**config.mk**
```make
export PLATFORM = sky130hd
export DESIGN_NAME = out_port_reader
export DESIGN_NICKNAME = d
export VERILOG_FILES = /design/src/rtl/out_port_pkg.sv /design/src/rtl/out_port_fifo.sv /design/src/rtl/out_port_reader.sv
export SDC_FILE = /design/constraint.sdc
export NUM_CORES = 1
export LEC_CHECK = 0
export CAP_MARGIN = 20
export CORE_ASPECT_RATIO = 2
export CORE_MARGIN = 2
export CORE_UTILIZATION = 25
export DETAILED_ROUTE_END_ITERATION = 10
export SYNTH_ARGS = -nofsm -noshare
export SYNTH_HDL_FRONTEND = slang
export SYNTH_SLANG_ARGS = --single-unit
```
**constraint.sdc**
```tcl
create_clock -name clk -period 6.7 [get_ports clk]
set_input_delay 1.34 -clock clk [delete_from_list [all_inputs] [get_ports clk]]
set_output_delay 1.34 -clock clk [all_outputs]
set_load 0.1 [all_outputs]
```
**src/rtl/out_port_pkg.sv**
```systemverilog
// Shared constants and types for the CPU output-port reader.
// Defaults used by out_port_fifo and out_port_reader (see OUT_PORT_DEDUP_EN in the top).
package out_port_pkg;

    localparam int DATA_W_DEF = 8;
    localparam int DEPTH_DEF  = 8;

    // Pointer width for a power-of-two depth; never below one bit.
    function automatic int ptr_w(input int depth);
        return (depth > 1) ? $clog2(depth) : 1;
    endfunction

    localparam int PTR_W = ptr_w(DEPTH_DEF);

    typedef logic [PTR_W:0] count_t;

endpackage

```
**src/rtl/out_port_fifo.sv**
```systemverilog
// Generic show-ahead FIFO: head entry is presented on dout while not empty.
// A push on a full FIFO is ignored unless a pop happens in the same cycle.
module out_port_fifo
    import out_port_pkg::*;
#(
    parameter int DEPTH  = DEPTH_DEF,
    parameter int DATA_W = DATA_W_DEF
) (
    input  logic                     clk,
    input  logic                     reset,
    input  logic                     push,
    input  logic                     pop,
    input  logic [DATA_W-1:0]        din,
    output logic [DATA_W-1:0]        dout,
    output logic                     full,
    output logic                     empty,
    output logic [$clog2(DEPTH):0]   count
);

    localparam int PW = ptr_w(DEPTH);
    localparam int CW = $clog2(DEPTH) + 1;

    localparam logic [PW-1:0] PTR_ONE   = PW'(1);
    localparam logic [CW-1:0] CNT_ONE   = CW'(1);
    localparam logic [CW-1:0] CNT_FULL  = CW'(DEPTH);

    logic [DATA_W-1:0] mem [DEPTH];

    logic [PW-1:0] wr_ptr_reg;
    logic [PW-1:0] wr_ptr_next;
    logic [PW-1:0] rd_ptr_reg;
    logic [PW-1:0] rd_ptr_next;
    logic [CW-1:0] count_reg;
    logic [CW-1:0] count_next;

    logic do_push;
    logic do_pop;

    assign empty = (count_reg == '0);
    assign full  = (count_reg == CNT_FULL);

    assign do_pop  = pop && !empty;
    assign do_push = push && (!full || do_pop);

    always_comb begin
        wr_ptr_next = wr_ptr_reg;
        rd_ptr_next = rd_ptr_reg;
        count_next  = count_reg;
        if (do_push) begin
            wr_ptr_next = wr_ptr_reg + PTR_ONE;
        end
        if (do_pop) begin
            rd_ptr_next = rd_ptr_reg + PTR_ONE;
        end
        case ({do_push, do_pop})
            2'b10:   count_next = count_reg + CNT_ONE;
            2'b01:   count_next = count_reg - CNT_ONE;
            default: count_next = count_reg;
        endcase
    end

    always_ff @(posedge clk or posedge reset) begin
        if (reset) begin
            wr_ptr_reg <= '0;
            rd_ptr_reg <= '0;
            count_reg  <= '0;
        end else begin
            wr_ptr_reg <= wr_ptr_next;
            rd_ptr_reg <= rd_ptr_next;
            count_reg  <= count_next;
        end
    end

    // Storage is deliberately not reset; only the pointers define validity.
    always_ff @(posedge clk) begin
        if (do_push) begin
            mem[wr_ptr_reg] <= din;
        end
    end

    assign dout  = mem[rd_ptr_reg];
    assign count = count_reg;

endmodule

```
**src/rtl/out_port_reader.sv**
```systemverilog
// Captures CPU output-port writes into a FIFO and serves them over valid/ready.
// Define OUT_PORT_DEDUP_EN to discard writes repeating the last accepted value.
module out_port_reader
    import out_port_pkg::*;
#(
    parameter int DEPTH  = DEPTH_DEF,
    parameter int DATA_W = DATA_W_DEF
) (
    input  logic                     clk,
    input  logic                     reset,
    input  logic                     out_we,
    input  logic [DATA_W-1:0]        out_data,
    output logic                     rd_valid,
    input  logic                     rd_ready,
    output logic [DATA_W-1:0]        rd_data,
    output logic [$clog2(DEPTH):0]   count,
    output logic                     overflow,
    input  logic                     clr_overflow
);

    logic              fifo_full;
    logic              fifo_empty;
    logic [DATA_W-1:0] fifo_dout;

    logic pop;
    logic is_dup;
    logic candidate;
    logic push;
    logic drop;

    logic overflow_reg;
    logic overflow_next;

    assign pop       = !fifo_empty && rd_ready;
    assign candidate = out_we && !is_dup;
    assign push      = candidate && (!fifo_full || pop);
    assign drop      = candidate && fifo_full && !pop;

`ifdef OUT_PORT_DEDUP_EN
    logic [DATA_W-1:0] last_reg;
    logic              last_valid_reg;

    assign is_dup = last_valid_reg && (out_data == last_reg);

    // Only values that actually enter the FIFO become the comparison reference.
    always_ff @(posedge clk or posedge reset) begin
        if (reset) begin
            last_reg       <= '0;
            last_valid_reg <= 1'b0;
        end else if (push) begin
            last_reg       <= out_data;
            last_valid_reg <= 1'b1;
        end
    end
`else
    assign is_dup = 1'b0;
`endif

    // A drop in the same cycle as a clear wins, so no loss goes unreported.
    always_comb begin
        overflow_next = overflow_reg;
        if (clr_overflow) begin
            overflow_next = 1'b0;
        end
        if (drop) begin
            overflow_next = 1'b1;
        end
    end

    always_ff @(posedge clk or posedge reset) begin
        if (reset) begin
            overflow_reg <= 1'b0;
        end else begin
            overflow_reg <= overflow_next;
        end
    end

    out_port_fifo #(
        .DEPTH  (DEPTH),
        .DATA_W (DATA_W)
    ) u_fifo (
        .clk    (clk),
        .reset  (reset),
        .push   (push),
        .pop    (pop),
        .din    (out_data),
        .dout   (fifo_dout),
        .full   (fifo_full),
        .empty  (fifo_empty),
        .count  (count)
    );

    assign rd_valid = !fifo_empty;
    assign overflow = overflow_reg;

    generate
        for (genvar gi = 0; gi < DATA_W; gi++) begin : g_mask
            assign rd_data[gi] = fifo_dout[gi] & rd_valid;
        end
    endgenerate

endmodule

```
==> results of run 1 <==
[cell families after synthesis]
family                     count (synthesis)  share of synthesized area
DFF                                       75                      0.703
and+or+nand+nor                           24                     0.0493
muxes                                     20                      0.129
AOI/OAI and AO/OA                         18                     0.0501
buffers and inverters                     15                     0.0284
xor gates and xnor gates                   7                     0.0196
adders and majority gates                  5                     0.0200
[area by class of cell]
class,instances,area share
clock inverter,7,0.0223
sequential,75,0.568
multi-input combinational,74,0.220
timing repair buffer,29,0.0782
tap,147,0.0475
inverter,6,0.00582
clock buffer,9,0.0582
[final timing paths]
path / cells after the start / end / slack, ps / from
min in group asynchronous: 2 / u_fifo.count[1]$_DFFE_PP0P_ / 1330 / reset
min reg2reg: 2 / overflow$_DFFE_PP0P_ / 540 / overflow$_DFFE_PP0P_
min: 2 / overflow$_DFFE_PP0P_ / 540 / overflow$_DFFE_PP0P_
max reg2reg: 6 / u_fifo.count[3]$_DFFE_PP0P_ / 3760 / u_fifo.count[0]$_DFFE_PP0P_
max in group asynchronous: 2 / u_fifo.rd_ptr_reg[2]$_DFFE_PP0P_ / 5040 / reset
max: 4 / rd_data[2] / 2400 / u_fifo.rd_ptr_reg[0]$_DFFE_PP0P_
[metal layers]
| layer | part of all wire | track usage | vias to the layer above |
|---|---|---|---|
| li1 | - | - | 718 |
| met1 | 0.38 | 0.103 | 792 |
| met2 | 0.56 | 0.176 | 28 |
| met3 | 0.026 | 0.0208 | 9 |
| met4 | 0.030 | 0.0604 | 0 |
| met5 | 0 | 0 | - |
[stage by stage]
step	area (µm²)	utilization
after floorplan	3120	-
after global placement	3530	0.290
after detailed placement	3530	0.290
after CTS	3840	0.315
after global routing	3870	0.317
final	3870	0.317
[critical path: stages, from the launching register on]
cell	delay (ps)
dfrtp_1	670
buf_16	220
mux4_2	510
a22o_1	260
clkdlybuf4s50_1	970
[cell usage in the layout (no fill, tap or decap), drive strengths merged, types with 2 or more instances in the layout]
| cell | Yosys | routed |
|---|---|---|
| edfxtp | 64 | 64 |
| clkdlybuf4s50 | 0 | 26 |
| mux4 | 16 | 16 |
| dfrtp | 11 | 11 |
| clkbuf | 2 | 9 |
| a22o | 8 | 8 |
| inv | 6 | 8 |
| xnor2 | 6 | 6 |
| ha | 5 | 5 |
| nor2 | 4 | 4 |
| nor3 | 4 | 4 |
| mux2 | 3 | 3 |
| nand2b | 3 | 3 |
| clkinv | 0 | 3 |
| buf | 7 | 3 |
| nand2 | 2 | 2 |
| o211ai | 2 | 2 |
| nor2b | 2 | 2 |
| or4 | 2 | 2 |
==> qor.yml, run 1 <==
status: "finished clean"
setup_ws_ps: 2400
clk_latency_ps: 330
slew_violations: 0
ctsResizeCount: 0
synth_most_common_cell: "edfxtp_1"
clkSinkCount: 75
wirelength_um: 6050
firstDrtPassIters: 4
rows: 57
die_w_um: 83.0
fillers: 1143
area_growth_pct: 23.9
netlist_top_cells_count: "edfxtp_1, mux4_2, dfrtp_1, a22o_1"
first_global_vias: 1742
syn_area_um2: 3120
io_pins: 27
fin_crit_ps: 4300
multi_input_area_um2: 853
cts_max_level: 3
layoutNonFillerInstCount: 347
fin_tns_setup_ps: 0
syn_area_per_cell_um2: 19.1
vias_per_cell: 4.46
cp_max_fo: 12
syn_nets: 182
dp_cells: 330
track_usage: 0.0979
yosys.cell_types.count: 38
clk_path_buf_depth: 2
cts-buffers-inserted: 9
final_antenna_net_count: 0
worstMarginPinSlew_ps: 1000
drc: 0
vias: 1547
dp_slack_ps: 2380
num_antenna_cells: 0
grt_max_degree: 19
portBuffers: 26
dp_hpwl_um: 4070
critPathLaunchType: "flip-flop"
crit_required_ps: 5360
post_cts.repair.setup_buffers: 0
synth.area.top_cells: "edfxtp_1, mux4_2, dfrtp_1"
cts_tree: "built"
synthArstFlopShare: 0.147
slew-limit-headroom: 0.331
ys_seq_area_frac: 0.703
grt_setup_unrepaired: "no"
ys.flop_type: "edfxtp_1"
core_area_um2: 12200
crit_path_end_kind: "output port"
fmax_mhz: 233
antenna_found_initial: 0
nets: 213
largest_reg_flops: 64
first_iter_violations: 62
synth_seq_cells: 75
path_class: "flip-flop to output port"
seq_area_um2: 2200
globalplace.congestion: 0.701
cts_root_buffer: "clkbuf_16"
hold_viol: 0
die_h_um: 162
overflow: 0
dieArea_um2: 13500
yosysTopAreaCell: "edfxtp_1"
synth_edf_count: 64
yosysWarnings: 0
netlist_instances: 164
hold_class: "flip-flop to flip-flop"
fin_worst_skew_ps: 4.63
yosysTopAreaCellShare: 0.615
min_period_over_period: 0.642
cap_violations: 0
clkSlewWorstSetupHoldPaths_ps: 60
holdWs_ps: 541
wl_per_cell_um: 17.4
ctsHoldBuffers: 0
grt_first_pass_wirelength_um: 9630
crit_arrival_ps: 2960
final_layout_size_suffix_gt1_frac: 0.240
finalSetupViolCount: 0
initial_core_util: 0.256
Power of run 1 is not shown: default switching activity piles up to over one toggle a cycle in this logic, so the estimate is an artifact.
==> inputs of run 2 (changes only) <==
==> constraint.sdc (replaced) <==
create_clock -name clk -period 4.5 [get_ports clk]
set_input_delay 0.9 -clock clk [delete_from_list [all_inputs] [get_ports clk]]
set_output_delay 0.9 -clock clk [all_outputs]
set_load 0.1 [all_outputs]
==> qor.yml, run 2 (synthesis results as in run 1) <==
critPathMaxStageDelay_ps: 990  # +20 ps
cap_violations: 0  # unchanged
multi_input_area_um2: 858  # +0.59%
seq_area_um2: 2200  # unchanged
status: "finished clean"
ctsResizeCount: 0  # unchanged
area_growth_pct: 21.7
vias: 1586  # +2.5%
dieArea_um2: 13500  # unchanged
hold_viol: 0  # unchanged
final_cell_mix: "edfxtp_1, clkdlybuf4s50_1, mux4_2, dfrtp_1, buf_4"
critPathLaunchType: "flip-flop"
largest_reg_flops: 64  # unchanged
final_common_cell: "edfxtp_1"
grt_first_pass_wirelength_um: 9360  # -2.7%
fin_crit_ps: 3310
finalSetupViolCount: 0  # unchanged
grt_setup_unrepaired: "no"
die_h_um: 162  # unchanged
clk_latency_ps: 330  # about the same
fin_worst_skew_ps: 5.84  # +1.20 ps
crit_path_end_kind: "output port"
clkSlewWorstSetupHoldPaths_ps: 60  # about the same
num_antenna_cells: 0  # unchanged
hold_class: "flip-flop to flip-flop"
io_pins: 27  # unchanged
grt_util_met2: 0.170  # -0.00550
cts_root_buffer: "clkbuf_16"
worstMarginPinSlew_ps: 991  # -9.07 ps
use_met3: 0.0203  # -0.000508
slew-limit-headroom: 0.337  # +0.00607
core_area_um2: 12200  # unchanged
post_cts.repair.setup_buffers: 0  # unchanged
fin_tns_setup_ps: 0  # unchanged
dp_hpwl_um: 4040  # -0.78%
cp_slowest_cell: "clkdlybuf4s50_1"
cts_max_level: 3  # unchanged
drc: 0  # unchanged
min_period_over_period: 0.737
die_w_um: 83.0  # unchanged
globalplace.congestion: 0.724  # +3.3%
cts-buffers-inserted: 9  # unchanged
cp_max_fo: 8  # -4
fmax_mhz: 302
first_iter_violations: 46  # -26%
first_global_vias: 1631  # -6.4%
portBuffers: 26  # unchanged
vias_per_cell: 4.58  # +2.8%
crit_required_ps: 3600  # -1760 ps
nets: 212  # -0.47%
clkSinkCount: 75  # unchanged
wl_per_cell_um: 17.1  # -2.1%
firstDrtPassIters: 4  # unchanged
track_usage: 0.0949  # -0.00301
clk_path_buf_depth: 2  # unchanged
wirelength_um: 5910  # -2.4%
path_class: "flip-flop to output port"
ctsHoldBuffers: 0  # unchanged
cts_tree: "built"
fillers: 1171  # +2.4%
final_antenna_net_count: 0  # unchanged
rows: 57  # unchanged
overflow: 0  # unchanged
critical_path.cell_chain: "or4_4 -> clkdlybuf4s50_1"
initial_core_util: 0.256  # unchanged
slew_violations: 0  # unchanged
final_layout_size_suffix_gt1_frac: 0.266  # +0.0263
crit_arrival_ps: 2410  # -550 ps
antenna_found_initial: 0  # unchanged
grt.busiest_layer: "met2"
grt_max_degree: 19  # unchanged
grt.met1_usage: 0.100  # -0.00301
-- run 2: changes by cell type in the layout (fill, tap and decap cells not counted) --
cell             before  now
nor3_2                3    4
clkbuf_1              0    2
nor3_1                1    0
clkinv_4              3    0
inv_8                 2    0
buf_4                 2   10
clkinvlp_4            1    2
clkinv_2              0    1
clkdlybuf4s50_1      26   18
buf_16                1    0
clkinv_1              0    1
-- run 2: worst max-delay path: cells and delay by family, from the launching register on --
family / cells / cell delay (ps)
buffers and inverters: 1 / 990
DFF: 1 / 470
and+or+nand+nor: 1 / 620
-- run 2: per-stage QoR --
stage / instance area, µm² / hold slack (ps) / setup slack [ps] / util / cells
floorplan: 3120 / 518 / 1030 / - / 164
global placement: 3520 / 518 / 1180 / 0.288 / 330
detailed placement: 3520 / 524 / 1080 / 0.288 / 330
CTS: 3800 / 541 / 1120 / 0.312 / 346
global route: 3800 / 576 / 1020 / 0.312 / 346
finish: 3800 / 533 / 1190 / 0.312 / 346
-- run 2: routing by layer --
layer / part of all wire / up-vias
met1: 0.38 / 827
met3: 0.026 / 9
met5: 0 / -
li1: - / 722
met2: 0.57 / 28
met4: 0.026 / 0
-- run 2: final timing paths --
| check | from | endpoint | slack (ps) | cells past startpoint |
|---|---|---|---|---|
| setup / recovery | u_fifo.count[0]$_DFFE_PP0P_ | rd_valid | 1190 | 2 |
| hold / removal | overflow$_DFFE_PP0P_ | overflow$_DFFE_PP0P_ | 530 | 2 |
| setup reg to reg | u_fifo.count[0]$_DFFE_PP0P_ | u_fifo.count[3]$_DFFE_PP0P_ | 1610 | 6 |
| hold reg to reg | overflow$_DFFE_PP0P_ | overflow$_DFFE_PP0P_ | 530 | 2 |
| max in group asynchronous | reset | u_fifo.wr_ptr_reg[2]$_DFFE_PP0P_ | 3290 | 2 |
| min in group asynchronous | reset | u_fifo.count[3]$_DFFE_PP0P_ | 890 | 2 |
-- run 2: layout make-up --
cell class	instances	area share
tap	147	0.0484
clock inverter	5	0.0141
inverter	6	0.00592
sequential	75	0.578
multi-input combinational	74	0.226
timing repair buffer	28	0.0671
clock buffer	11	0.0612
Power of run 2 is left out for the same reason.
